`src/rtl/mem_access_unit.sv`:
```
// MEM-stage load/store unit: drives a req/ack data bus, stalls while an access is
// outstanding, and holds the MEM/WB pipeline register with misalignment/timeout codes.
module mem_access_unit #(
    parameter int unsigned TIMEOUT = 16
) (
    input  logic        clk,
    input  logic        reset,
    input  logic [31:0] MEM_PC,
    input  logic        MEM_RegWrite,
    input  logic        MEM_MemRead,
    input  logic        MEM_MemWrite,
    input  logic [1:0]  MEM_MemtoReg,
    input  logic [31:0] MEM_ALUOut,
    input  logic [31:0] MEM_RegRtData,
    input  logic [4:0]  MEM_RegWrAddr,
    output logic        dmem_req,
    output logic        dmem_we,
    output logic [31:0] dmem_addr,
    output logic [31:0] dmem_wdata,
    input  logic [31:0] dmem_rdata,
    input  logic        dmem_ack,
    output logic        mem_stall,
    output logic [31:0] WB_PC,
    output logic        WB_RegWrite,
    output logic [1:0]  WB_MemtoReg,
    output logic [31:0] WB_ALUOut,
    output logic [31:0] WB_MemData,
    output logic [4:0]  WB_RegWrAddr,
    output logic [1:0]  WB_ErrCode
);

    localparam logic [7:0] CntLast = 8'(TIMEOUT - 1);

    localparam logic [1:0] ErrNone     = 2'b00;
    localparam logic [1:0] ErrMisalign = 2'b01;
    localparam logic [1:0] ErrTimeout  = 2'b10;

    typedef enum logic [0:0] {StIdle, StWait} state_t;

    state_t     state_q, state_d;
    logic [7:0] cnt_q, cnt_d;

    logic       op;
    logic       aligned;
    logic       is_read;
    logic       req;
    logic       done;
    logic [1:0] err;

    assign op      = MEM_MemRead | MEM_MemWrite;
    assign aligned = (MEM_ALUOut[1:0] == 2'b00);
    // Read and write together count as a write.
    assign is_read = MEM_MemRead & ~MEM_MemWrite;

    always_comb begin
        state_d = state_q;
        cnt_d   = cnt_q;
        req     = 1'b0;
        done    = 1'b0;
        err     = ErrNone;
        unique case (state_q)
            StIdle: begin
                if (op) begin
                    if (!aligned) begin
                        done = 1'b1;
                        err  = ErrMisalign;
                    end else begin
                        req = 1'b1;
                        if (dmem_ack) begin
                            done = 1'b1;
                        end else begin
                            state_d = StWait;
                            cnt_d   = 8'd1;
                        end
                    end
                end
            end
            StWait: begin
                req = 1'b1;
                // Ack takes priority over a coincident timeout.
                if (dmem_ack) begin
                    done    = 1'b1;
                    state_d = StIdle;
                    cnt_d   = 8'd0;
                end else if (cnt_q == CntLast) begin
                    done    = 1'b1;
                    err     = ErrTimeout;
                    state_d = StIdle;
                    cnt_d   = 8'd0;
                end else begin
                    cnt_d = cnt_q + 8'd1;
                end
            end
            default: begin
                state_d = StIdle;
                cnt_d   = 8'd0;
            end
        endcase
    end

    // Gating with reset drops the request immediately on an asynchronous abort.
    assign dmem_req   = reset & req;
    assign mem_stall  = reset & op & ~done;
    assign dmem_we    = MEM_MemWrite;
    assign dmem_addr  = MEM_ALUOut;
    assign dmem_wdata = MEM_RegRtData;

    always_ff @(posedge clk or negedge reset) begin
        if (!reset) begin
            state_q <= StIdle;
            cnt_q   <= 8'd0;
        end else begin
            state_q <= state_d;
            cnt_q   <= cnt_d;
        end
    end

    always_ff @(posedge clk or negedge reset) begin
        if (!reset) begin
            WB_PC        <= 32'd0;
            WB_RegWrite  <= 1'b0;
            WB_MemtoReg  <= 2'd0;
            WB_ALUOut    <= 32'd0;
            WB_MemData   <= 32'd0;
            WB_RegWrAddr <= 5'd0;
            WB_ErrCode   <= 2'd0;
        end else if (mem_stall) begin
            WB_RegWrite <= 1'b0;
            WB_ErrCode  <= ErrNone;
        end else begin
            WB_PC        <= MEM_PC;
            WB_RegWrite  <= MEM_RegWrite & (err == ErrNone);
            WB_MemtoReg  <= MEM_MemtoReg;
            WB_ALUOut    <= MEM_ALUOut;
            WB_MemData   <= (done && is_read && err == ErrNone) ? dmem_rdata : 32'd0;
            WB_RegWrAddr <= MEM_RegWrAddr;
            WB_ErrCode   <= err;
        end
    end

endmodule

```
`config.mk`:
```
export PLATFORM = sky130hd
export DESIGN_NAME = mem_access_unit
export DESIGN_NICKNAME = d
export VERILOG_FILES = /design/src/rtl/mem_access_unit.sv
export SDC_FILE = /design/constraint.sdc
export NUM_CORES = 1
export LEC_CHECK = 0
export BUFFER_PORTS_ARGS = -buffer_cell sky130_fd_sc_hd__buf_4
export CORE_MARGIN = 5
export CORE_UTILIZATION = 38
export CTS_CLUSTER_DIAMETER = 60
export DETAILED_ROUTE_END_ITERATION = 16
export GPL_TIMING_DRIVEN = 0
export PLACE_DENSITY = 0.8
export SYNTH_ARGS = -nofsm -noshare
export SYNTH_HDL_FRONTEND = slang
export SYNTH_SLANG_ARGS = --single-unit
```
`constraint.sdc`:
```
create_clock -name clk -period 2.62 [get_ports clk]
set_input_delay 0.262 -clock clk [delete_from_list [all_inputs] [get_ports clk]]
set_output_delay 0.262 -clock clk [all_outputs]
set_load 0.01 [all_outputs]
```
==> results.json <==
{
  "clockBufferDepth": 2,
  "report.final.hold_viol_count": 106,
  "finClkSkew_ps": 11.7,
  "period_share": 0.945,
  "ys_ff_latch": 115,
  "grt_pass1_wl_um": 20700,
  "die_w_um": 124,
  "vdd_ir_drop_max_mv": 0.323,
  "dieArea_sq_um": 15400,
  "synth_nets": 502,
  "portBuffers": 281,
  "cts_tree": "yes",
  "ys_seq_area_frac": 0.583,
  "antenna_cells": 0,
  "grt.overflow.total": 0,
  "ant_nets": 0,
  "via_count": 3938,
  "synthAdderAreaFrac": 0.00254,
  "cellPowerDensity_nw_per_um2": 633,
  "outcome": "complete, but fails checks",
  "synth-warning-count": 0,
  "min_path_type": "input pin to asynchronous set/reset pin",
  "io_pins": 314,
  "required_ps": 2360,
  "fin_crit_ps": 2480,
  "area_delta_synth_final_pct": 59.3,
  "rows": 41,
  "clock-sinks": 115,
  "rsz0062_at_grt": "no",
  "crit_path_start_kind": "flip-flop",
  "gp_congestion": 0.851,
  "die_h_um": 124,
  "numCtsBuffers": 17,
  "synth_simple_gate_area_frac": 0.0327,
  "design_area_sq_um": 7860,
  "yosys.area_share.xor_xnor": 0,
  "cp.arrival_ps": 2210,
  "synth-edff-count": 0,
  "core_sq_um": 12700,
  "grt_pass1_vias": 4181,
  "synth_top_family_by_area": "multiplexers",
  "fin_hold_ws_ps": -55.4,
  "maxCapViolations": 0,
  "violations": "hold timing",
  "detail_route.iter0.violations": 211,
  "synth_compound_area_frac": 0.0885,
  "timing.fmax_mhz": 404,
  "final_max_slew_viol_count": 0,
  "worst_pin_slew_ps": 853,
  "initial_core_util": 0.389,
  "htree_levels": 4,
  "worstSkewPairLatency_ps": 400,
  "syn_area_sq_um": 4930,
  "grt_usage": 0.175,
  "layout-drive-gt1-share": 0.690,
  "cts_root_buf": "clkbuf_16",
  "dpl_cell_area_sq_um": 7260,
  "ys_async_sr_fraction": 1.00,
  "post_cts_buffers": 0,
  "p_leak_nw": 4.06,
  "fin_nets": 801,
  "cp-end-kind": "output port",
  "synth_ff_type": "dfrtp_1",
  "dr.pass1.iters": 4,
  "muxShareOfSynthArea": 0.165,
  "synth.avg_cell_area_sq_um": 13.7,
  "synth_cells": 360,
  "drc_errors": 0,
  "synthDistinctLibCells": 31,
  "clk_pin_slew_ps": 60,
  "grt_start_max_net_pins": 120,
  "routed_wl_um": 14300,
  "critical_path.max_fanout": 17,
  "final_core_util": 0.620,
  "crit_type": "flip-flop to output port",
  "vias_per_cell": 4.67,
  "setup-violations-final": 0,
  "fillerInstances": 1000,
  "drt-wirelength-per-cell_um": 16.9,
  "slew_headroom": 0.431,
  "antenna_found_initial": 0,
  "dpl.hpwl_um": 11100
}
## per-layer routing
| layer | vias up | share of wire | track usage |
|---|---|---|---|
| met5 | - | 0 | 0 |
| met4 | 0 | 0.016 | 0.0630 |
| met3 | 18 | 0.095 | 0.0477 |
| met2 | 218 | 0.53 | 0.318 |
| met1 | 1892 | 0.36 | 0.197 |
| li1 | 1810 | - | - |
## where the power goes
part | switching, mW | internal [mW]
clock | 0.791 | 1.51
sequential | 0.0601 | 1.88
combinational | 0.298 | 0.440
total | 1.15 | 3.83
## path summary, 6_finish.rpt
path                            slack (ps)  cells after the start                  startpoint                    endpoint
worst max-delay path                   140                      7        cnt_q[0]$_DFFE_PN0P_                   mem_stall
worst min-delay path                   -60                      1                       reset  WB_MemData[28]$_DFFE_PN0P_
worst max register to register         410                      8        cnt_q[4]$_DFFE_PN0P_   WB_ALUOut[18]$_DFFE_PN0P_
worst min register to register         510                      1  WB_MemData[26]$_DFFE_PN0P_  WB_MemData[26]$_DFFE_PN0P_
max in group asynchronous             2100                      1                       reset       WB_PC[16]$_DFFE_PN0P_
min in group clk                        70                      2              dmem_rdata[15]  WB_MemData[15]$_DFFE_PN0P_
## Yosys cell counts (3+ instances only)
cell type  number  area (sq um)
clkbuf_1        5          18.8
inv_1           5          18.8
o21ai_0         9          45.0
nand3_1         3          15.0
nand2_1         4          15.0
nor3_1          4          20.0
mux2_2         59           664
mux2_4         10           150
buf_2           3          15.0
buf_4          71           533
a22o_1         35           307
dfrtp_1       115          2880
nand4_1         3          18.8
a21oi_1         5          25.0
a31oi_1         3          18.8
nor2_1          8          30.0
## what timing repair did
item / 4_1_cts / 5_1_grt
hold endpoints to repair: 115 / 0
gates resized for setup: 3 / 0
setup endpoints to repair: 1 / 0
## through the flow
stage / power (mW) / setup TNS, ps / setup WS [ps] / cells
2_1_floorplan: 2.26 / 0 / 593 / 360
3_3_place_gp: 2.68 / -16870 / -410 / 813
3_5_place_dp: 2.71 / -28480 / -519 / 813
4_1_cts: 5.03 / 0 / 115 / 843
5_1_grt: 5.18 / 0 / 31.9 / 843
6_report: 4.98 / 0 / 144 / 843
## logic make-up (layout without fill, tap and decap cells)
logic type	after synthesis	in the layout
adders and majority gates	1	1
DFF	115	115
and+or+nand+nor	30	30
muxes	69	69
buffers and inverters	88	399
AOI/OAI and AO/OA	57	57
## critical path: stages (launching register included)
cell and delay, ps:
dfrtp_1 420, ha_1 270, nand4_1 100, nor2_1 40, or4_4 470, buf_6 160, inv_4 180, buf_4 160
## layout by cell type, fill, tap and decap left out, types with 2 or more instances in the layout
| master | synthesis | final |
|---|---|---|
| a21oi_1 | 5 | 5 |
| a22o_1 | 35 | 35 |
| a31oi_1 | 3 | 3 |
| buf_2 | 3 | 2 |
| buf_4 | 71 | 351 |
| buf_6 | 2 | 2 |
| bufinv_16 | 0 | 2 |
| clkbuf_1 | 5 | 5 |
| clkbuf_16 | 0 | 17 |
| clkbuf_8 | 0 | 5 |
| clkinv_2 | 0 | 4 |
| clkinvlp_4 | 0 | 3 |
| dfrtp_1 | 115 | 115 |
| inv_1 | 5 | 5 |
| mux2_2 | 59 | 59 |
| mux2_4 | 10 | 10 |
| nand2_1 | 4 | 4 |
| nand3_1 | 3 | 3 |
| nand4_1 | 3 | 3 |
| nor2_1 | 8 | 8 |
| nor3_1 | 4 | 4 |
| o21ai_0 | 9 | 9 |
| or3_1 | 2 | 2 |
| or4_4 | 2 | 2 |
## area by class of cell
| cell class | count | area [sq um] | area share |
|---|---|---|---|
| Buffer | 81 | 604 | 0.0769 |
| Clock buffer | 22 | 494 | 0.0629 |
| Clock inverter | 9 | 103 | 0.0131 |
| Inverter | 6 | 25.0 | 0.00318 |
| Multi-Input combinational cell | 157 | 1430 | 0.181 |
| Sequential cell | 115 | 2880 | 0.366 |
| Tap cell | 172 | 215 | 0.0274 |
| Timing Repair Buffer | 281 | 2120 | 0.269 |
## flip-flops by register name, indices dropped and copies added, names as in the netlist
register	cells
WB_PC	32
WB_ErrCode	2
cnt_q	8
WB_RegWrite	1
WB_MemtoReg	2
WB_ALUOut	32
WB_MemData	32
state_q	1
WB_RegWrAddr	5
No activity file was read; power rests on OpenSTA's default activity.
